==> config.mk <==
export PLATFORM = sky130hd
export DESIGN_NAME = dispatch_stage
export DESIGN_NICKNAME = d
export VERILOG_FILES = /design/src/rtl/dispatch_stage_pkg.sv /design/src/rtl/dispatch_stage_busy_table.sv /design/src/rtl/dispatch_stage.sv
export SDC_FILE = /design/constraint.sdc
export NUM_CORES = 1
export LEC_CHECK = 0
export BUFFER_PORTS_ARGS = -buffer_cell sky130_fd_sc_hd__buf_2
export CORE_MARGIN = 4
export CORE_UTILIZATION = 55
export CTS_BUF_LIST = sky130_fd_sc_hd__clkbuf_4 sky130_fd_sc_hd__clkbuf_8 sky130_fd_sc_hd__clkbuf_16
export DETAILED_ROUTE_END_ITERATION = 10
export GPL_TIMING_DRIVEN = 1
export PLACE_DENSITY = 0.81
export SLEW_MARGIN = 20
export SYNTH_ARGS = -nofsm -noshare
export SYNTH_HDL_FRONTEND = slang
export SYNTH_HIERARCHICAL = 1
export SYNTH_SLANG_ARGS = --single-unit
==> constraint.sdc <==
create_clock -name clock -period 25.2 [get_ports clock]
set_clock_uncertainty 0.05 [all_clocks]
set_input_delay 3.78 -clock clock [delete_from_list [all_inputs] [get_ports clock]]
set_output_delay 3.78 -clock clock [all_outputs]
set_load 0.005 [all_outputs]
==> src/rtl/dispatch_stage_pkg.sv <==
// Shared widths and the buffered uop record for the dispatch stage.
// The busy table uses the helper to qualify writeback hits on a register index.
package dispatch_stage_pkg;

  localparam int PREG_W    = 6;
  localparam int PREG_NUM  = 2 ** PREG_W;
  localparam int ROB_W     = 5;
  localparam int PAYLOAD_W = 192;

  typedef struct packed {
    logic [PREG_W-1:0]    prs1;
    logic [PREG_W-1:0]    prs2;
    logic [PREG_W-1:0]    prd;
    logic                 src1_is_reg;
    logic                 src2_is_reg;
    logic                 need_to_wb;
    logic                 robidx_flag;
    logic [ROB_W-1:0]     robidx;
    logic [PAYLOAD_W-1:0] payload;
  } uop_t;

  function automatic logic idx_hit(input logic valid,
                                   input logic [PREG_W-1:0] a,
                                   input logic [PREG_W-1:0] b);
    return valid & (a == b);
  endfunction

endpackage

==> src/rtl/dispatch_stage_busy_table.sv <==
// Physical-register busy bits with two clear ports, one set port and two
// read ports that see same-cycle clears; register 0 never reads busy.
module dispatch_stage_busy_table
  import dispatch_stage_pkg::*;
(
  input  logic              clock,
  input  logic              reset_n,
  input  logic              clr0_valid,
  input  logic [PREG_W-1:0] clr0_idx,
  input  logic              clr1_valid,
  input  logic [PREG_W-1:0] clr1_idx,
  input  logic              set_valid,
  input  logic [PREG_W-1:0] set_idx,
  input  logic [PREG_W-1:0] rd0_idx,
  input  logic [PREG_W-1:0] rd1_idx,
  output logic              rd0_busy,
  output logic              rd1_busy
);

  logic [PREG_NUM-1:0] busy_q;
  logic [PREG_NUM-1:0] busy_d;

  // The set is applied last so it wins over a clear of the same register.
  always_comb begin
    busy_d = busy_q;
    if (clr0_valid) busy_d[clr0_idx] = 1'b0;
    if (clr1_valid) busy_d[clr1_idx] = 1'b0;
    if (set_valid)  busy_d[set_idx]  = 1'b1;
  end

  always_ff @(posedge clock) begin
    if (!reset_n) busy_q <= '0;
    else          busy_q <= busy_d;
  end

  assign rd0_busy = (rd0_idx != '0) & busy_q[rd0_idx]
                  & ~idx_hit(clr0_valid, clr0_idx, rd0_idx)
                  & ~idx_hit(clr1_valid, clr1_idx, rd0_idx);
  assign rd1_busy = (rd1_idx != '0) & busy_q[rd1_idx]
                  & ~idx_hit(clr0_valid, clr0_idx, rd1_idx)
                  & ~idx_hit(clr1_valid, clr1_idx, rd1_idx);

endmodule

==> src/rtl/dispatch_stage.sv <==
// Two-entry in-order buffer between rename and the integer issue queue; it also
// tracks which physical registers are still awaiting writeback.
module dispatch_stage
  import dispatch_stage_pkg::*;
(
  input  logic                 clock,
  input  logic                 reset_n,
  input  logic                 rn_valid,
  output logic                 rn_ready,
  input  logic [PREG_W-1:0]    rn_prs1,
  input  logic [PREG_W-1:0]    rn_prs2,
  input  logic [PREG_W-1:0]    rn_prd,
  input  logic                 rn_src1_is_reg,
  input  logic                 rn_src2_is_reg,
  input  logic                 rn_need_to_wb,
  input  logic                 rn_robidx_flag,
  input  logic [ROB_W-1:0]     rn_robidx,
  input  logic [PAYLOAD_W-1:0] rn_payload,
  output logic                 enq_valid,
  input  logic                 enq_ready,
  output logic [PREG_W-1:0]    enq_prs1,
  output logic [PREG_W-1:0]    enq_prs2,
  output logic [PREG_W-1:0]    enq_prd,
  output logic                 enq_src1_is_reg,
  output logic                 enq_src2_is_reg,
  output logic                 enq_need_to_wb,
  output logic                 enq_robidx_flag,
  output logic [ROB_W-1:0]     enq_robidx,
  output logic [PAYLOAD_W-1:0] enq_payload,
  output logic                 enq_src1_state,
  output logic                 enq_src2_state,
  input  logic                 writeback0_valid,
  input  logic                 writeback0_need_to_wb,
  input  logic [PREG_W-1:0]    writeback0_prd,
  input  logic                 writeback1_valid,
  input  logic                 writeback1_need_to_wb,
  input  logic [PREG_W-1:0]    writeback1_prd,
  input  logic                 flush_valid
);

  uop_t       mem_q [2];
  uop_t       mem_d [2];
  uop_t       rn_uop;
  uop_t       head;
  logic [1:0] wr_ptr_q, wr_ptr_d;
  logic [1:0] rd_ptr_q, rd_ptr_d;
  logic       empty, full, push, pop;
  logic       src1_busy, src2_busy;

  always_comb begin
    rn_uop             = '0;
    rn_uop.prs1        = rn_prs1;
    rn_uop.prs2        = rn_prs2;
    rn_uop.prd         = rn_prd;
    rn_uop.src1_is_reg = rn_src1_is_reg;
    rn_uop.src2_is_reg = rn_src2_is_reg;
    rn_uop.need_to_wb  = rn_need_to_wb;
    rn_uop.robidx_flag = rn_robidx_flag;
    rn_uop.robidx      = rn_robidx;
    rn_uop.payload     = rn_payload;
  end

  // Pointer bit 1 is the wrap flag distinguishing full from empty.
  assign empty     = (wr_ptr_q == rd_ptr_q);
  assign full      = (wr_ptr_q[0] == rd_ptr_q[0]) & (wr_ptr_q[1] != rd_ptr_q[1]);
  assign rn_ready  = ~full & ~flush_valid;
  assign enq_valid = ~empty & ~flush_valid;
  assign push      = rn_valid & rn_ready;
  assign pop       = enq_valid & enq_ready;
  assign head      = mem_q[rd_ptr_q[0]];

  always_comb begin
    mem_d    = mem_q;
    wr_ptr_d = wr_ptr_q;
    rd_ptr_d = rd_ptr_q;
    if (flush_valid) begin
      rd_ptr_d = wr_ptr_q;
    end else begin
      if (push) begin
        mem_d[wr_ptr_q[0]] = rn_uop;
        wr_ptr_d           = wr_ptr_q + 2'd1;
      end
      if (pop) rd_ptr_d = rd_ptr_q + 2'd1;
    end
  end

  always_ff @(posedge clock) begin
    if (!reset_n) begin
      wr_ptr_q <= '0;
      rd_ptr_q <= '0;
    end else begin
      wr_ptr_q <= wr_ptr_d;
      rd_ptr_q <= rd_ptr_d;
    end
  end

  always_ff @(posedge clock) begin
    mem_q <= mem_d;
  end

  assign enq_prs1        = head.prs1;
  assign enq_prs2        = head.prs2;
  assign enq_prd         = head.prd;
  assign enq_src1_is_reg = head.src1_is_reg;
  assign enq_src2_is_reg = head.src2_is_reg;
  assign enq_need_to_wb  = head.need_to_wb;
  assign enq_robidx_flag = head.robidx_flag;
  assign enq_robidx      = head.robidx;
  assign enq_payload     = head.payload;

  dispatch_stage_busy_table u_busy_table (
    .clock      (clock),
    .reset_n    (reset_n),
    .clr0_valid (writeback0_valid & writeback0_need_to_wb),
    .clr0_idx   (writeback0_prd),
    .clr1_valid (writeback1_valid & writeback1_need_to_wb),
    .clr1_idx   (writeback1_prd),
    .set_valid  (pop & head.need_to_wb & (head.prd != '0)),
    .set_idx    (head.prd),
    .rd0_idx    (head.prs1),
    .rd1_idx    (head.prs2),
    .rd0_busy   (src1_busy),
    .rd1_busy   (src2_busy)
  );

  assign enq_src1_state = head.src1_is_reg & src1_busy;
  assign enq_src2_state = head.src2_is_reg & src2_busy;

endmodule

==> out/summary.md <==
* 3 — Bufs on Longest Clock Path
* 5080 ps — CP arrival
* yes — TritonCTS clock tree
* primary output — nature of the critical path endpoint
* buf_2, and2_1, nand4_1, nor4_1, or3_1, a21oi_1, and2_1, buf_2 — cell-by-cell listing of the critical path
* 0 — global-route congestion overflow total
* 6 — Syn. warnings
* 13080 — Via Count
* 401 uW — switching component of the power
* 1259 — post-synthesis cell count
* 1110 ps — Tightest Pin Transition
* 25.7% — global-route usage over all layers
* 0 — hold buffer count at CTS
* 0 — number of maximum-capacitance violations
* 16.6 um2 — post-synthesis area per instance
* 2 — Min-Delay Path Depth
* 16330 ps — setup slack after placement
* sky130_fd_sc_hd__or3_1 — cell with the largest stage delay on the worst path
* 20040 ps — setup slack of the most critical reg-to-reg path
* 24 — initial antenna violation count
* 8.9% — Gate power share
* 24.1 um — Avg WL per Cell
* 16290 ps — post-route worst setup slack
* u_busy_table/busy_q[11] — beginning of the worst hold path
* 1.45 mW — internal power consumption
* 0 — Setup Viol. Count Final
* 1943 — Final #Nets
* 81.2 mm — wire length of the first global-routing pass
* 1149 — number of DRC markers in iteration 0
* 0 — buffer count from post-CTS setup fixing
* 203 um — die height
* 39.8% — Clk pwr share
* 360 ps — maximum single-stage delay on the critical path
* 506 — number of storage elements in the synthesis netlist
* 203 um — die outline width
* 506 — sinks on the clock net
* 0.0666 mV — Max rail drop VDD
* mem_q[78] — Reg2Reg Capture Point
* 9 — crit path max fanout
* 8910 ps — min Tclk post-route
* 0.0252 mm2 — final design instance area without fill
* 20.8% — Layout Area Growth over Synthesis
* 438 — Post-synth EDFFs
* 0.0376 mm2 — Core Area
* rd_ptr_q[0] — launch instance of the worst register-to-register path
* completed — status
* 49 — number of clock buffers inserted by TritonCTS
* 67.1% — final core utilization
* 112 MHz — Max Clk Rate
* u_busy_table/busy_q[11] — Endpoint, Worst Hold
* input port — Setup crit start kind
* 73.3 mW/mm2 — total power divided by cell area
* 0% — fraction of registers with async set/reset
* sky130_fd_sc_hd__edfxtp_1 — Yosys top cell by area
* 21370 ps — data required time of the critical path
* 0.0412 mm2 — Die Area
* 5 — number of cells on the worst reg-to-reg path
* 69.5% — register area share after synthesis
* 0 — total count of hold-check failures in the final report
* 25.7% — Max-slew headroom
* 9.01 nW — Leakage Power
* 60 ps — Clock transition at path regs
* 38.6 mm — DPL Wire Length
* 0 ps — setup TNS
* sky130_fd_sc_hd__clkbuf_16 — root buffer cell
* 55.6% — Initial Util
* 2 — maximum level of the CTS H-tree
* reg2reg — worst hold path class
* 54.7 mm — total detailed-routing wirelength
* 0 — DRC violation count after routing
* 0 — PostCTS Resize Cnt
* 5.78 — vias per inst
* in2out — CP Class
* 1499 — number of nets produced by synthesis
* 463 — Top Ports
* sky130_fd_sc_hd__edfxtp_1, sky130_fd_sc_hd__mux2_2, sky130_fd_sc_hd__dfxtp_1 — top cells by area, synth
* 0 — final number of max-transition violations
* 0.0236 mm2 — Post-Place Cell Area
* 35.4% — final critical-path share of the clock period
* 462 — IO Port Bufs
* 7 — DRT Pass-1 Iters
* 580 ps — clock latency on the worst-skew pair
* no — RSZ-0062 raised after global routing
* 85 — maximum number of pins on one net before global-route repair
* 0.0209 mm2 — synthesized cell area
* 21.7% — switching share of total power
* 0 — count of antenna-violating nets left after detailed routing
* 71 — row cnt
* 51.4% — sequential cell fraction of total power
* 0.962 — routability cong.
* 63.0% — proportion of netlist area held by the largest area contributor
* 54 — number of distinct library cell variants in the gate-level netlist after synthesis
* sky130_fd_sc_hd__edfxtp_1 — Synth Flop Type
* 13558 — vias in the first global route
* 46.1% — ratio of cells with drive above 1 in the final layout
* 451 ps — final-layout worst hold slack
[cell usage in the layout, fill, tap and decap left out, drive strengths merged, types with 9 or more instances in the layout]
cell type / Yosys / final
a21oi: 12 / 12
a22oi: 97 / 97
buf: 43 / 469
clkbuf: 33 / 61
clkinv: 0 / 16
dfxtp: 68 / 68
diode: 0 / 15
edfxtp: 438 / 438
mux2: 223 / 223
mux2i: 11 / 11
mux4: 30 / 30
nand2: 27 / 27
nand2b: 12 / 12
nand3: 15 / 15
nor2: 42 / 42
nor2b: 60 / 60
nor3: 13 / 13
o21a: 9 / 9
o21ai: 10 / 10
o221ai: 9 / 9
xnor2: 14 / 14
xor2: 13 / 13
[per-layer routing]
layer | GRT usage [%] | share of wire (%) | up-vias
met1 | 30.9 | 36 | 6404
met2 | 43.0 | 49 | 670
met3 | 9.81 | 11 | 126
met4 | 8.85 | 3.6 | 12
met5 | 0 | 0.13 | -
li1 | - | - | 5868
[through the flow]
step / instances / power [mW]
6_report: 2264 / 1.85
5_1_grt: 2263 / 1.91
4_1_cts: 2249 / 1.86
3_5_place_dp: 2163 / 1.13
3_3_place_gp: 2163 / 1.13
2_1_floorplan: 1259 / 1.06
[power by group through the flow]
stage                     Sequential (mW)  Combinational, mW  Clock (mW)
final                               0.950              0.164       0.736
after global routing                0.952              0.176       0.787
after CTS                           0.950              0.164       0.748
after detailed placement            0.968              0.163           0
after global placement              0.966              0.160           0
after floorplan                     0.970             0.0902           0
[cell families after synthesis]
logic type,count (synthesis),synth area share [%]
buffers and inverters,81,1.86
DFF,506,69.5
xor gates and xnor gates,27,1.13
AOI/OAI and AO/OA,164,5.76
muxes,264,16.0
and+or+nand+nor,217,5.73
[final cells by class]
class	instances	area, um2
Fill cell	2566	12400
Inverter	5	18.8
Clock buffer	61	1320
Tap cell	511	639
Antenna cell	15	37.5
Timing Repair Buffer	469	2370
Sequential cell	506	14500
Clock inverter	25	300
Multi-Input combinational cell	672	6020
[cell usage after synthesis (all sizes together) (12+ instances only)]
master    n
mux2    223
edfxtp  438
nand2b   12
buf      43
xnor2    14
nor2b    60
clkbuf   33
nand3    15
mux4     30
a22oi    97
nand2    27
dfxtp    68
a21oi    12
nor2     42
xor2     13
nor3     13
[worst max path at each step]
stage | startpoint | to | cells past startpoint | slack (ps)
3_3_place_gp | writeback0_valid | enq_src1_state | 7 | 16330
3_5_place_dp | writeback0_valid | enq_src2_state | 8 | 16330
2_1_floorplan | flush_valid | mem_q[0] | 2 | 9770
6_report | writeback0_valid | enq_src2_state | 8 | 16290
5_1_grt | writeback0_valid | enq_src1_state | 7 | 16260
4_1_cts | writeback0_valid | enq_src2_state | 8 | 16320
[state kept, by name, indices dropped and copies added, names as in the netlist]
register	cells
rd_ptr_q	2
mem_q	438
u_busy_table/busy_q	64
wr_ptr_q	2
[critical path: cells and delay by family]
kind                   cells  cell delay [ps]
AND/OR/NAND/NOR            5              930
buffers and inverters      2              190
AO/OA/AOI/OAI              1              170
No activity file was read; power rests on OpenSTA's default activity.
